### src/rtl/epu_in_req_buf.sv
// EPU slave-input request buffer: captures AXI-slave handshake strobes into a show-ahead
// command FIFO drained by the EPU core. Optional address range check: EPU_IN_ADDR_CHECK_EN.
module epu_in_req_buf #(
    parameter int unsigned ADDR_BITS  = 16,
    parameter int unsigned DATA_BITS  = 32,
    parameter int unsigned DEPTH      = 4,
    parameter int unsigned OUTST_BITS = 4
`ifdef EPU_IN_ADDR_CHECK_EN
    ,
    parameter logic [ADDR_BITS-1:0] ADDR_LO = '0,
    parameter logic [ADDR_BITS-1:0] ADDR_HI = '1
`endif
) (
    input  logic                    ACLK,
    input  logic                    ARESETn,
    input  logic                    CS,
    input  logic                    OE,
    input  logic                    arhns,
    input  logic                    awhns,
    input  logic                    whns,
    input  logic                    rdfin,
    input  logic                    wrfin,
    input  logic [ADDR_BITS-1:0]    addr,
    input  logic [DATA_BITS-1:0]    wdata,
    output logic                    cmd_valid,
    input  logic                    cmd_ready,
    output logic                    cmd_we,
    output logic [ADDR_BITS-1:0]    cmd_addr,
    output logic [DATA_BITS-1:0]    cmd_wdata,
    output logic                    full,
    output logic [$clog2(DEPTH):0]  count,
    output logic [OUTST_BITS-1:0]   outst,
`ifdef EPU_IN_ADDR_CHECK_EN
    output logic                    addr_err,
`endif
    output logic                    ovf_err
);

    localparam int unsigned PTR_W = $clog2(DEPTH);
    localparam logic [PTR_W:0] FULL_CNT = (PTR_W+1)'(DEPTH);
    localparam logic [OUTST_BITS-1:0] OUTST_MAX = '1;

    logic                 ar_pend, aw_pend, w_pend;
    logic [ADDR_BITS-1:0] ar_addr, aw_addr;
    logic [DATA_BITS-1:0] w_data;

    logic [PTR_W-1:0]     wptr, rptr;
    logic [PTR_W:0]       cnt;
    logic                 mem_we    [DEPTH];
    logic [ADDR_BITS-1:0] mem_addr  [DEPTH];
    logic [DATA_BITS-1:0] mem_wdata [DEPTH];

    logic ar_stb, aw_stb, w_stb;
    logic pop, can_push, svc_rd, svc_wr, push, pend_err;
    logic push_we;
    logic [ADDR_BITS-1:0] push_addr;
    logic [DATA_BITS-1:0] push_wdata;

    logic [OUTST_BITS-1:0] outst_nxt;
    logic outst_err;
    logic [1:0] fin_cnt, net_dec;

    assign ar_stb = CS & OE & arhns;
    assign aw_stb = CS & awhns;
    assign w_stb  = CS & whns;

    assign cmd_valid = (cnt != '0);
    assign full      = (cnt == FULL_CNT);
    assign count     = cnt;
    assign pop       = cmd_valid & cmd_ready;

    // A slot freed by this cycle's pop may be refilled in the same cycle.
    assign can_push = ~full | pop;
    assign svc_rd   = ar_pend & can_push;
    assign svc_wr   = ~ar_pend & aw_pend & w_pend & can_push;

`ifdef EPU_IN_ADDR_CHECK_EN
    logic rd_ok, wr_ok, discard;
    assign rd_ok   = (ar_addr >= ADDR_LO) && (ar_addr <= ADDR_HI);
    assign wr_ok   = (aw_addr >= ADDR_LO) && (aw_addr <= ADDR_HI);
    assign push    = (svc_rd & rd_ok) | (svc_wr & wr_ok);
    assign discard = (svc_rd & ~rd_ok) | (svc_wr & ~wr_ok);
`else
    assign push = svc_rd | svc_wr;
`endif

    assign push_we    = ~svc_rd;
    assign push_addr  = svc_rd ? ar_addr : aw_addr;
    assign push_wdata = svc_rd ? '0 : w_data;

    assign pend_err = (ar_stb & ar_pend & ~svc_rd) |
                      (aw_stb & aw_pend & ~svc_wr) |
                      (w_stb  & w_pend  & ~svc_wr);

    // Net change is push minus finish pulses; clamp at both ends and flag the clamp.
    always_comb begin
        outst_nxt = outst;
        outst_err = 1'b0;
        fin_cnt   = {1'b0, rdfin} + {1'b0, wrfin};
        net_dec   = '0;
        if (push && (fin_cnt == 2'd0)) begin
            if (outst == OUTST_MAX) outst_err = 1'b1;
            else                    outst_nxt = outst + OUTST_BITS'(1);
        end else if (fin_cnt > {1'b0, push}) begin
            net_dec = fin_cnt - {1'b0, push};
            if (outst < OUTST_BITS'(net_dec)) begin
                outst_nxt = '0;
                outst_err = 1'b1;
            end else begin
                outst_nxt = outst - OUTST_BITS'(net_dec);
            end
        end
    end

    always_ff @(posedge ACLK) begin
        if (!ARESETn) begin
            ar_pend <= 1'b0;
            aw_pend <= 1'b0;
            w_pend  <= 1'b0;
            ar_addr <= '0;
            aw_addr <= '0;
            w_data  <= '0;
            wptr    <= '0;
            rptr    <= '0;
            cnt     <= '0;
            outst   <= '0;
            ovf_err <= 1'b0;
`ifdef EPU_IN_ADDR_CHECK_EN
            addr_err <= 1'b0;
`endif
        end else begin
            if (ar_stb) ar_addr <= addr;
            if (aw_stb) aw_addr <= addr;
            if (w_stb)  w_data  <= wdata;
            ar_pend <= ar_stb | (ar_pend & ~svc_rd);
            aw_pend <= aw_stb | (aw_pend & ~svc_wr);
            w_pend  <= w_stb  | (w_pend  & ~svc_wr);
            if (push) wptr <= wptr + PTR_W'(1);
            if (pop)  rptr <= rptr + PTR_W'(1);
            cnt   <= cnt + (PTR_W+1)'(push) - (PTR_W+1)'(pop);
            outst <= outst_nxt;
            if (pend_err | outst_err) ovf_err <= 1'b1;
`ifdef EPU_IN_ADDR_CHECK_EN
            if (discard) addr_err <= 1'b1;
`endif
        end
    end

    always_ff @(posedge ACLK) begin
        if (push) begin
            mem_we[wptr]    <= push_we;
            mem_addr[wptr]  <= push_addr;
            mem_wdata[wptr] <= push_wdata;
        end
    end

    assign cmd_we    = cmd_valid & mem_we[rptr];
    assign cmd_addr  = cmd_valid ? mem_addr[rptr]  : '0;
    assign cmd_wdata = cmd_valid ? mem_wdata[rptr] : '0;

endmodule

### config.mk
export PLATFORM = sky130hd
export DESIGN_NAME = epu_in_req_buf
export DESIGN_NICKNAME = d
export VERILOG_FILES = /design/src/rtl/epu_in_req_buf.sv
export SDC_FILE = /design/constraint.sdc
export NUM_CORES = 1
export LEC_CHECK = 0
export CAP_MARGIN = 40
export CORE_ASPECT_RATIO = 1.4
export CORE_MARGIN = 5
export CORE_UTILIZATION = 30
export DETAILED_ROUTE_END_ITERATION = 10
export GPL_TIMING_DRIVEN = 1
export PLACE_DENSITY = 0.49
export SYNTH_ARGS = -nofsm -noshare
export SYNTH_HDL_FRONTEND = slang
export SYNTH_SLANG_ARGS = --single-unit
### constraint.sdc
create_clock -name ACLK -period 3.32 [get_ports ACLK]
set_clock_uncertainty 0.15 [all_clocks]
set_input_delay 0.498 -clock ACLK [delete_from_list [all_inputs] [get_ports ACLK]]
set_output_delay 0.498 -clock ACLK [all_outputs]
set_load 0.05 [all_outputs]
---- Word level (Yosys, flattened, before mapping) ----
Memory sizes are Yosys's and may differ from the RTL's. A register that Yosys moved wholly into a read port is not among the register bits.
Cells that the tools add are included.
cells by class
  add/subtract/negate cells ............... 8
  magnitude comparators ................... 2
  equal/unequal tests ..................... 3
  mux-type cells .......................... 20
  bitwise logic cells ..................... 31
  reductions and logical operators ........ 5
operator list
  cell                                           count
  two-way mux 32 bit                             2
  two-way mux 16 bit                             2
  bitwise AND 1 bit                              19
  two-way mux 4 bit                              4
  two-way mux 2 bit                              6
  bitwise OR 1 bit                               8
  two-way mux 1 bit                              6
  adder 2 x 1 -> 2 bit (second input constant)   2
  adder 4 x 1 -> 4 bit (second input constant)   1
  == test 4 bit (second input constant)          1
  < comparator 4 x 2 -> 1 bit                    1
  inverter 1 bit                                 4
  subtractor 4 x 2 -> 4 bit                      1
  adder 3 x 1 -> 3 bit                           1
  == test 3 bit (second input constant)          1
  nonzero test 3 bit                             1
  subtractor 3 x 1 -> 3 bit                      1
  adder 1 x 1 -> 2 bit                           1
  > comparator 2 x 1 -> 1 bit                    1
  logical NOT 2 bit                              1
  inequality test 2 bit (second input constant)  1
  AND reduction 2 bit                            1
  nonzero test 2 bit                             1
  subtractor 2 x 1 -> 2 bit                      1
  logical AND 1 bit                              1
word-level totals
  flip-flop bits (word level) ............. 79
  RAM bits ................................ 196
  bits of input ports ..................... 58
  output and inout bits ................... 59
  word-level logic and storage cells ...... 83
  memories kept ........................... 3
memory list
  name       depth  bits a word  read ports  clocked after memory_dff  wr ports  line  text
  mem_wdata  4      32           1           1                         1         51    logic [DATA_BITS-1:0] mem_wdata [DEPTH];
  mem_addr   4      16           1           1                         1         50    logic [ADDR_BITS-1:0] mem_addr [DEPTH];
  mem_we     4      1            1           1                         1         49    logic mem_we [DEPTH];

---- Depth between registers and ports, before layout ----
Gate-level depths: netlist of the first run.
  depth in word-level cells ............... 11
  gate-level depth with buffers ........... 11
  mapped depth without buffers ............ 11

---- Worst setup path after synthesis of the first run ----
OpenSTA, ideal clock, no wires.
  path type ............................... reg2reg
  start ................................... register cnt[2], in the netlist count[2]
  end ..................................... register ovf_err
  arrival time ............................ 3.133 ns
  required time ........................... 3.089 ns
  slack ................................... -0.044 ns
  cell stages (with the launch flop) ...... 10
  buffers on the path ..................... 0
  period minus slack after synthesis ...... 3.364 ns
  path through ............................ dfxtp_1 > nor4b_4 > nor2_2 > fa_1 > ha_1 > inv_1 > fa_1 > or3_1 > or3_1 > a41oi_1
on the way
  longest elaborated chain between the ends .. 11
  elaborated cells between the ends (all ways) .. 23
  classes of those cells .................. 1 x add/sub; 2 x order compare; 1 x eq/ne; 3 x mux; 14 x bitwise; 2 x reduce/logical
RTL lines
  what                                                 line    text
  start: declaration                                   48      logic [PTR_W:0] cnt;
  start signal: assignment                             140     cnt <= cnt + (PTR_W+1)'(push) - (PTR_W+1)'(pop);
  nonzero test 3 bit or == test 3 bit (tied branches)  67, 68
  bitwise AND 1 bit or inverter 1 bit (tied branches)  70, 73
  bitwise OR 1 bit *                                   73      assign can_push = ~full | pop;
  bitwise AND 1 bit (on tied branches)                 74, 75
  bitwise OR 1 bit                                     84      assign push = svc_rd | svc_wr;
  subtractor 2 x 1 -> 2 bit                            105     net_dec = fin_cnt - {1'b0, push};
  < comparator 4 x 2 -> 1 bit                          106     if (outst < OUTST_BITS'(net_dec)) begin
  two-way mux 1 bit                                    106
  two-way mux 1 bit                                    104     end else if (fin_cnt > {1'b0, push}) begin
  two-way mux 1 bit                                    101     if (push && (fin_cnt == 2'd0)) begin
  bitwise OR 1 bit *                                   142     if (pend_err | outst_err) ovf_err <= 1'b1;
  end signal: assignment                               127     ovf_err <= 1'b0;
  end signal: assignment                               142
  end: declaration                                     36      output logic ovf_err
Every way passes the cells marked *; elsewhere a longest branch is shown, timed or not.
A chain may end at the register's enable or synchronous reset.

---- Worst setup path after layout of the first run ----
  start ................................... register cnt[1], in the netlist count[1]
  end ..................................... output cmd_valid
on the way
  longest elaborated chain between the ends .. 1
RTL lines
  what                line  text
  nonzero test 3 bit  67    assign cmd_valid = (cnt != '0);
  end: declaration    25    output logic cmd_valid,
Every way passes these cells.

==> summary.md, run 1 <==
| Metric | Value |
|---|---|
| Number of synthesized register bits | 277 |
| Htree depth | 1 |
| Layout Cells excl Fill | 1379 |
| Initial antenna violation count | 0 |
| Worst Setup Start Kind | flip-flop |
| Setup TNS | 0 ns |
| Crit. End Element | output port |
| Initial DRT Pass Iterations | 4 |
| Hold_buf cts | 0 |
| Highest clock rate | 321 MHz |
| Commonest non-fill, non-tap cell in the layout | edfxtp_1 |
| CTS root buffer | clkbuf_16 |
| First-pass GRT wire length | 39.6 mm |
| Max-slew violation count | 0 |
| Leakage | about 4.8 nW |
| HP Class | flip-flop to flip-flop |
| Slew HR | 0.486 |
| HP Start | w_data[29] |
| Routed vias | ~6.3k |
| Tcrit/Tclk final | 0.939 |
| Global route hottest layer | met2 |
| Area grow syn2layout | 22.8% |
| CP arrival | 2.47 ns |
| Hold EP | w_data[29] |
| Peak VDD IR | approximately 360 uV |
| Largest net degree at the start of global routing | 61 |
| Worst reg-to-reg setup slack | 0.37 ns |
| Slew of the pin with the lowest slew margin | 0.767 ns |
| YS warnings | 0 |
| Rows | 83 |
| Gr usage total | 0.121 |
| Mapped Avg Cell Area | 14.6 um2 |
| FF-to-FF path depth | 9 |
| Routed wire length | 25.0 mm |
| Reg2Reg Capture Point | ovf_err |
| Synth Net Count | between 800 and 900 |
| ANT nets after route | 0 |
| Netlist cell types | 42 |
| Mapped cell area | 11100 um2 |
| Final hold violation count | 0 |
| Worst-skew pair later-pin latency | between 0.5 and 0.6 ns |
| Met2 usage | 0.229 |
| CTS tree | yes |
| Setup CP Type | flip-flop to output port |
| Sink Count | 277 |
| P per Cell Area | 719 nW/um2 |
| Area of the multi-input gates | 3350 um2 |
| # Post-CTS Setup Buffers | 0 |
| WP data required | 2.67 ns |
| Iter 0 DRT Violations | 285 |
| Starting Density | 0.304 |
| M3 GR Usage | 0.0217 |
| Tmin final | roughly 3.1 ns |
| Met1 Use GR | 0.140 |
| GPL Wtd Cong | 0.707 |
| I/O pin count | 117 |
| Nets | 966 |
| Sequential area share after synthesis | 0.674 |
| Cell Count Post-Placement | 1330 |
| Hold path depth | 2 |
| Status | completed |
| Most frequent cells in the layout | 196 x edfxtp_1, 134 x nand2_1, 85 x and2_1, 78 x dfxtp_1, 68 x a21oi_1 |
| Critical Path Fanout Max | 25 |
| Post-synth top area cell | edfxtp_1 |
| Crit path launch | count[1] |
| DP HPWL | 15.7 mm |
| Fraction of layout cells with a size suffix above 1 | 0.167 |
| Post-DR wirelength/cell | around 18 um |
| RSZ-0062 raised after global routing | false |
| Reg2reg start | ar_pend |
| Die H | ~240 um |
| Mapped Cells | 765 |
| Clock transition at the registers of the reported paths | approximately 0.060 ns |
| DRC viols | 0 |
| Port bufs | 116 |
| Max-Cap Viols | 0 |
| Core outline area | 36700 um2 |
| Cts repair resizes | 46 |
| CTS Buffer Depth | 3 |
| Die area | 41100 um2 |
| Die Width | 173 um |
| Post-synth top area share | 0.529 |
| Dpl ws | -0.287 ns |
| Fill count | 3537 |
| Vias in the first global route | about 6.9k |
| Final worst setup slack | 0.202 ns |
| CTS Buf Count | 27 |
| Vias per cell | 4.56 |
| Sequential cell area | 7510 um2 |
| # diodes | 0 |
| Count of final setup violators | 0 |
| Largest cells by area after synthesis | edfxtp_1 53%, dfxtp_1 15%, mux4_2 9.9% |
| Global route total overflow | 0 |
## state kept, by name, indices dropped and copies added (netlist names), named ones only
signal	cells
ar_addr	16
ar_pend	1
aw_addr	16
aw_pend	1
count	3
mem_addr	64
mem_wdata	128
mem_we	4
outst	4
ovf_err	1
rptr	2
w_data	32
w_pend	1
wptr	2
## metrics by stage
step           power, mW  hold slack (ns)  area, um2   util
2_1_floorplan       6.23            0.282      11100      -
3_3_place_gp        7.38            0.288      12900  0.353
3_5_place_dp        7.38            0.292      12900  0.353
4_1_cts             10.0            0.301      13700  0.373
5_1_grt             10.3            0.318      13700  0.373
6_report            9.83            0.297      13700  0.373
## cells in the mapped netlist, drive strengths merged
cell	n
a2111oi	1
or3	3
a31oi	1
ha	13
o2111a	2
xnor2	4
mux2	17
nor2b	1
dfxtp	81
and3	2
o21ai	2
nor3b	4
a2111o	1
nor2	13
nand2	135
a41oi	1
o22ai	1
mux4	49
mux2i	3
clkbuf	28
a21boi	1
and2	89
fa	3
or4b	1
buf	18
nor4b	1
nand4b	1
a221oi	2
xor2	2
o211a	1
nand3	3
a211o	1
a211oi	1
a21oi	68
inv	13
a21bo	2
edfxtp	196
## area by class of cell
cell class | count | share of cell area
Clock buffer | 38 | 0.0546
Multi-Input combinational cell | 429 | 0.245
Tap cell | 467 | 0.0427
Clock inverter | 11 | 0.00421
Timing Repair Buffer | 144 | 0.100
Inverter | 13 | 0.00357
Sequential cell | 277 | 0.550
## per-layer routing
metal / vias to the layer above / routed length [um]
met5: - / 0
met1: 3116 / 10100
met2: 102 / 13400
li1: 3032 / -
met3: 33 / 984
met4: 0 / 527
## worst max-delay path, stage by stage (launching register included)
cell and delay, ns:
dfxtp_1 0.34, buf_4 0.17, or3_2 0.48, buf_4 0.23, clkdlybuf4s50_1 0.72
## worst max-delay path by stage
stage                end  cells after the start
6_report       cmd_valid                      4
5_1_grt        cmd_valid                      4
4_1_cts        cmd_valid                      4
3_5_place_dp     ovf_err                     10
3_3_place_gp     ovf_err                     10
2_1_floorplan    ovf_err                      9
## cell families (layout without fill, tap and decap cells)
family,count (synthesis),after routing,share of synthesized area
AO/OA/AOI/OAI,85,85,0.0436
XOR/XNOR,6,6,0.00472
adder cells (fa/ha/maj),16,16,0.0200
buffers and inverters,59,206,0.0254
flip-flops,277,277,0.674
multiplexers,69,69,0.119
AND/OR/NAND/NOR,253,253,0.113
## power by group
part / total [mW] / internal (mW) / leakage (nW) / switching [mW]
sequential: 3.90 / 3.81 / 2.50 / 0.0815
clock: 2.82 / 1.56 / 0.395 / 1.25
combinational: 3.12 / 1.12 / 1.89 / 2.00
Power figures use the tool's default switching activity.
==> run 2, diff against run 1 <==
CORE_UTILIZATION = 51   (was 30)
PLACE_DENSITY = 0.76   (was 0.49)
==> summary.md, run 2 (synthesis gave the netlist of run 1 again) <==
| Metric | Value |
|---|---|
| Status | completed (unchanged) |
| Leakage | 4.84 nW (was 4.78 nW) |
| CTS Buf Count | 24 (was 27) |
| GPL Wtd Cong | 0.730 (was 0.707) |
| Htree depth | 1 (unchanged) |
| I/O pin count | 117 (unchanged) |
| Max-Cap Viols | 0 (unchanged) |
| DRC viols | 0 (unchanged) |
| Final hold violation count | 0 (unchanged) |
| CP cell instances | or3_2 -> buf_6 -> and2_1 -> clkdlybuf4s50_1 (was buf_4 -> or3_2 -> buf_4 -> clkdlybuf4s50_1) |
| ANT nets after route | 0 (unchanged) |
| Die H | 185 um (was 238 um) |
| Post-DR wirelength/cell | 17.9 um (was 18.2 um) |
| Nets | 959 (was 966) |
| Highest clock rate | 314 MHz (was 321 MHz) |
| Vias in the first global route | 6522 (was 6878) |
| Most flops, register | mem_wdata (unchanged) |
| Layout Cells excl Fill | 1200 (was 1379) |
| First-pass GRT wire length | 34.2 mm (was 39.6 mm) |
| Final worst setup slack | 0.134 ns (was 0.202 ns) |
| RSZ-0062 raised after global routing | false (unchanged) |
| Cell Count Post-Placement | 1155 (was 1330) |
| Max-slew violation count | 0 (unchanged) |
| CTS Buffer Depth | 3 (unchanged) |
| Core outline area | 21700 um2 (was 36700 um2) |
| Post-Route Utilization | 0.620 (was 0.373) |
| End point of the critical path | cmd_wdata[6] (was cmd_valid) |
| WP data required | 2.67 ns (about the same) |
| CP top delay family | buffers and inverters (unchanged) |
| Reg2Reg Capture Point | ovf_err (unchanged) |
| Largest net degree at the start of global routing | 52 (was 61) |
| Count of final setup violators | 0 (unchanged) |
| Worst path depth | 4 (unchanged) |
| # diodes | 0 (unchanged) |
| CTS root buffer | clkbuf_16 (unchanged) |
| Area grow syn2layout | 20.8% (was 22.8%) |
| Initial antenna violation count | 0 (unchanged) |
| Setup TNS | 0 ns (unchanged) |
| Clock transition at the registers of the reported paths | 0.06 ns (about the same) |
| CP arrival | 2.54 ns (was 2.47 ns) |
| Die Width | 135 um (was 173 um) |
| P per Cell Area | 733 nW/um2 (was 719 nW/um2) |
| Rows | 64 (was 83) |
| Worst reg-to-reg setup slack | 0.32 ns (was 0.37 ns) |
| Crit path max-delay cell type | clkdlybuf4s50_1 (unchanged) |
| Vias per cell | 5.26 (was 4.56) |
| Slowest stage delay, CP | 0.69 ns (was 0.72 ns) |
| Most frequent cells in the layout | 196 x edfxtp_1, 134 x nand2_1, 85 x and2_1, 78 x dfxtp_1 (was 196 x edfxtp_1, 134 x nand2_1, 85 x and2_1, 78 x dfxtp_1, 68 x a21oi_1) |
| Peak VDD IR | 393 uV (was 357 uV) |
| Gr usage total | 0.173 (was 0.121) |
| Slew HR | 0.529 (was 0.486) |
| Slew of the pin with the lowest slew margin | 0.703 ns (was 0.767 ns) |
| CTS tree | yes (unchanged) |
| Tcrit/Tclk final | 0.960 (was 0.939) |
| Iter 0 DRT Violations | 341 (was 285) |
| Buf+Inv Stages, Crit Path | 2 (was 3) |
| Worst-skew pair later-pin latency | 0.51 ns (was 0.53 ns) |
| Initial DRT Pass Iterations | 5 (was 4) |
| Dpl ws | -0.260 ns (was -0.287 ns) |
| Critical Path Fanout Max | 51 (was 25) |
| Routed vias | 6313 (was 6283) |
| Crit. End Element | output port (unchanged) |
| Port bufs | 116 (unchanged) |
| Commonest non-fill, non-tap cell in the layout | edfxtp_1 (unchanged) |
| HP Class | flip-flop to flip-flop (unchanged) |
| Fraction of layout cells with a size suffix above 1 | 0.189 (was 0.167) |
| Max reg flops | 128 (unchanged) |
| Die area | 24900 um2 (was 41100 um2) |
| Biggest regs | mem_wdata: 128 flops, mem_addr: 64 flops, w_data: 32 flops (unchanged) |
| DP HPWL | 13.5 mm (was 15.7 mm) |
| Worst Setup Start Kind | flip-flop (unchanged) |
| Starting Density | 0.513 (was 0.304) |
| Sink Count | 277 (unchanged) |
| Reg2reg start | count[1] (was ar_pend) |
| Crit path launch | count[1] (unchanged) |
| Setup CP Type | flip-flop to output port (unchanged) |
| Tmin final | 3.19 ns (was 3.12 ns) |
| Hold path depth | 2 (unchanged) |
| FF-to-FF path depth | 9 (unchanged) |
| Global route total overflow | 0 (unchanged) |
| Routed wire length | 21.5 mm (was 25.0 mm) |
| HP Start | w_data[26] (was w_data[29]) |
[run 2: cell types whose count changed in the layout (fill, tap and decap cells not counted), moves of 2 or more]
cell / delta
dlymetal6s2s_1: +11
and2_2: +2
dlygate4sd2_1: -39
clkinvlp_4: -2
clkinv_2: -4
buf_4: +21
buf_8: +2
and2_4: -2
[run 2: cell type report]
class	count	area [um2]
tap	297	372
sequential	277	7510
timing repair buffer	140	1350
inverter	13	48.8
fill	1615	8260
multi-input combinational	429	3350
clock inverter	6	52.6
clock buffer	38	757
[run 2: how the worst min path moves through the flow]
stage / endpoint / slack, ns
after CTS: w_data[25] / 0.30
after global routing: aw_addr[7] / 0.32
final: w_data[26] / 0.30
after detailed placement: w_data[25] / 0.29
after global placement: w_data[5] / 0.29
after floorplan: w_data[0] / 0.28
[run 2: power by group]
part	total [mW]	switching (mW)	internal (mW)
combinational	3.12	1.92	1.20
sequential	3.94	0.128	3.81
clock	2.79	1.15	1.64
total	9.85	3.20	6.66
[run 2: timing repair]
item / CTS / global route
pin swaps: 0 / 0
setup endpoints to repair: 33 / 22
buffers inserted: 1 / 0
resized for setup: 9 / 12
hold buffers: 0 / 0
[run 2: worst min-delay path: cells and delay by family, from the launching register on]
kind / cells / cell delay (ns)
AO/OA/AOI/OAI: 1 / 0.05
flip-flops: 1 / 0.30
AND/OR/NAND/NOR: 1 / 0.05
[run 2: per-stage QoR]
stage | total power [mW] | hold slack [ns] | instance area (um2)
2_1_floorplan | 6.23 | 0.282 | 11100
3_3_place_gp | 7.16 | 0.287 | 12600
3_5_place_dp | 7.18 | 0.292 | 12600
4_1_cts | 9.97 | 0.301 | 13400
5_1_grt | 10.3 | 0.319 | 13400
6_report | 9.85 | 0.298 | 13400
[run 2: metal layers]
metal | vias to the layer above | routed length, um | global-route usage
met3 | 27 | 883 | 0.0196
met4 | 0 | 389 | 0.0407
met5 | - | 0 | 0
li1 | 3005 | - | -
met2 | 144 | 11600 | 0.324
met1 | 3137 | 8650 | 0.216
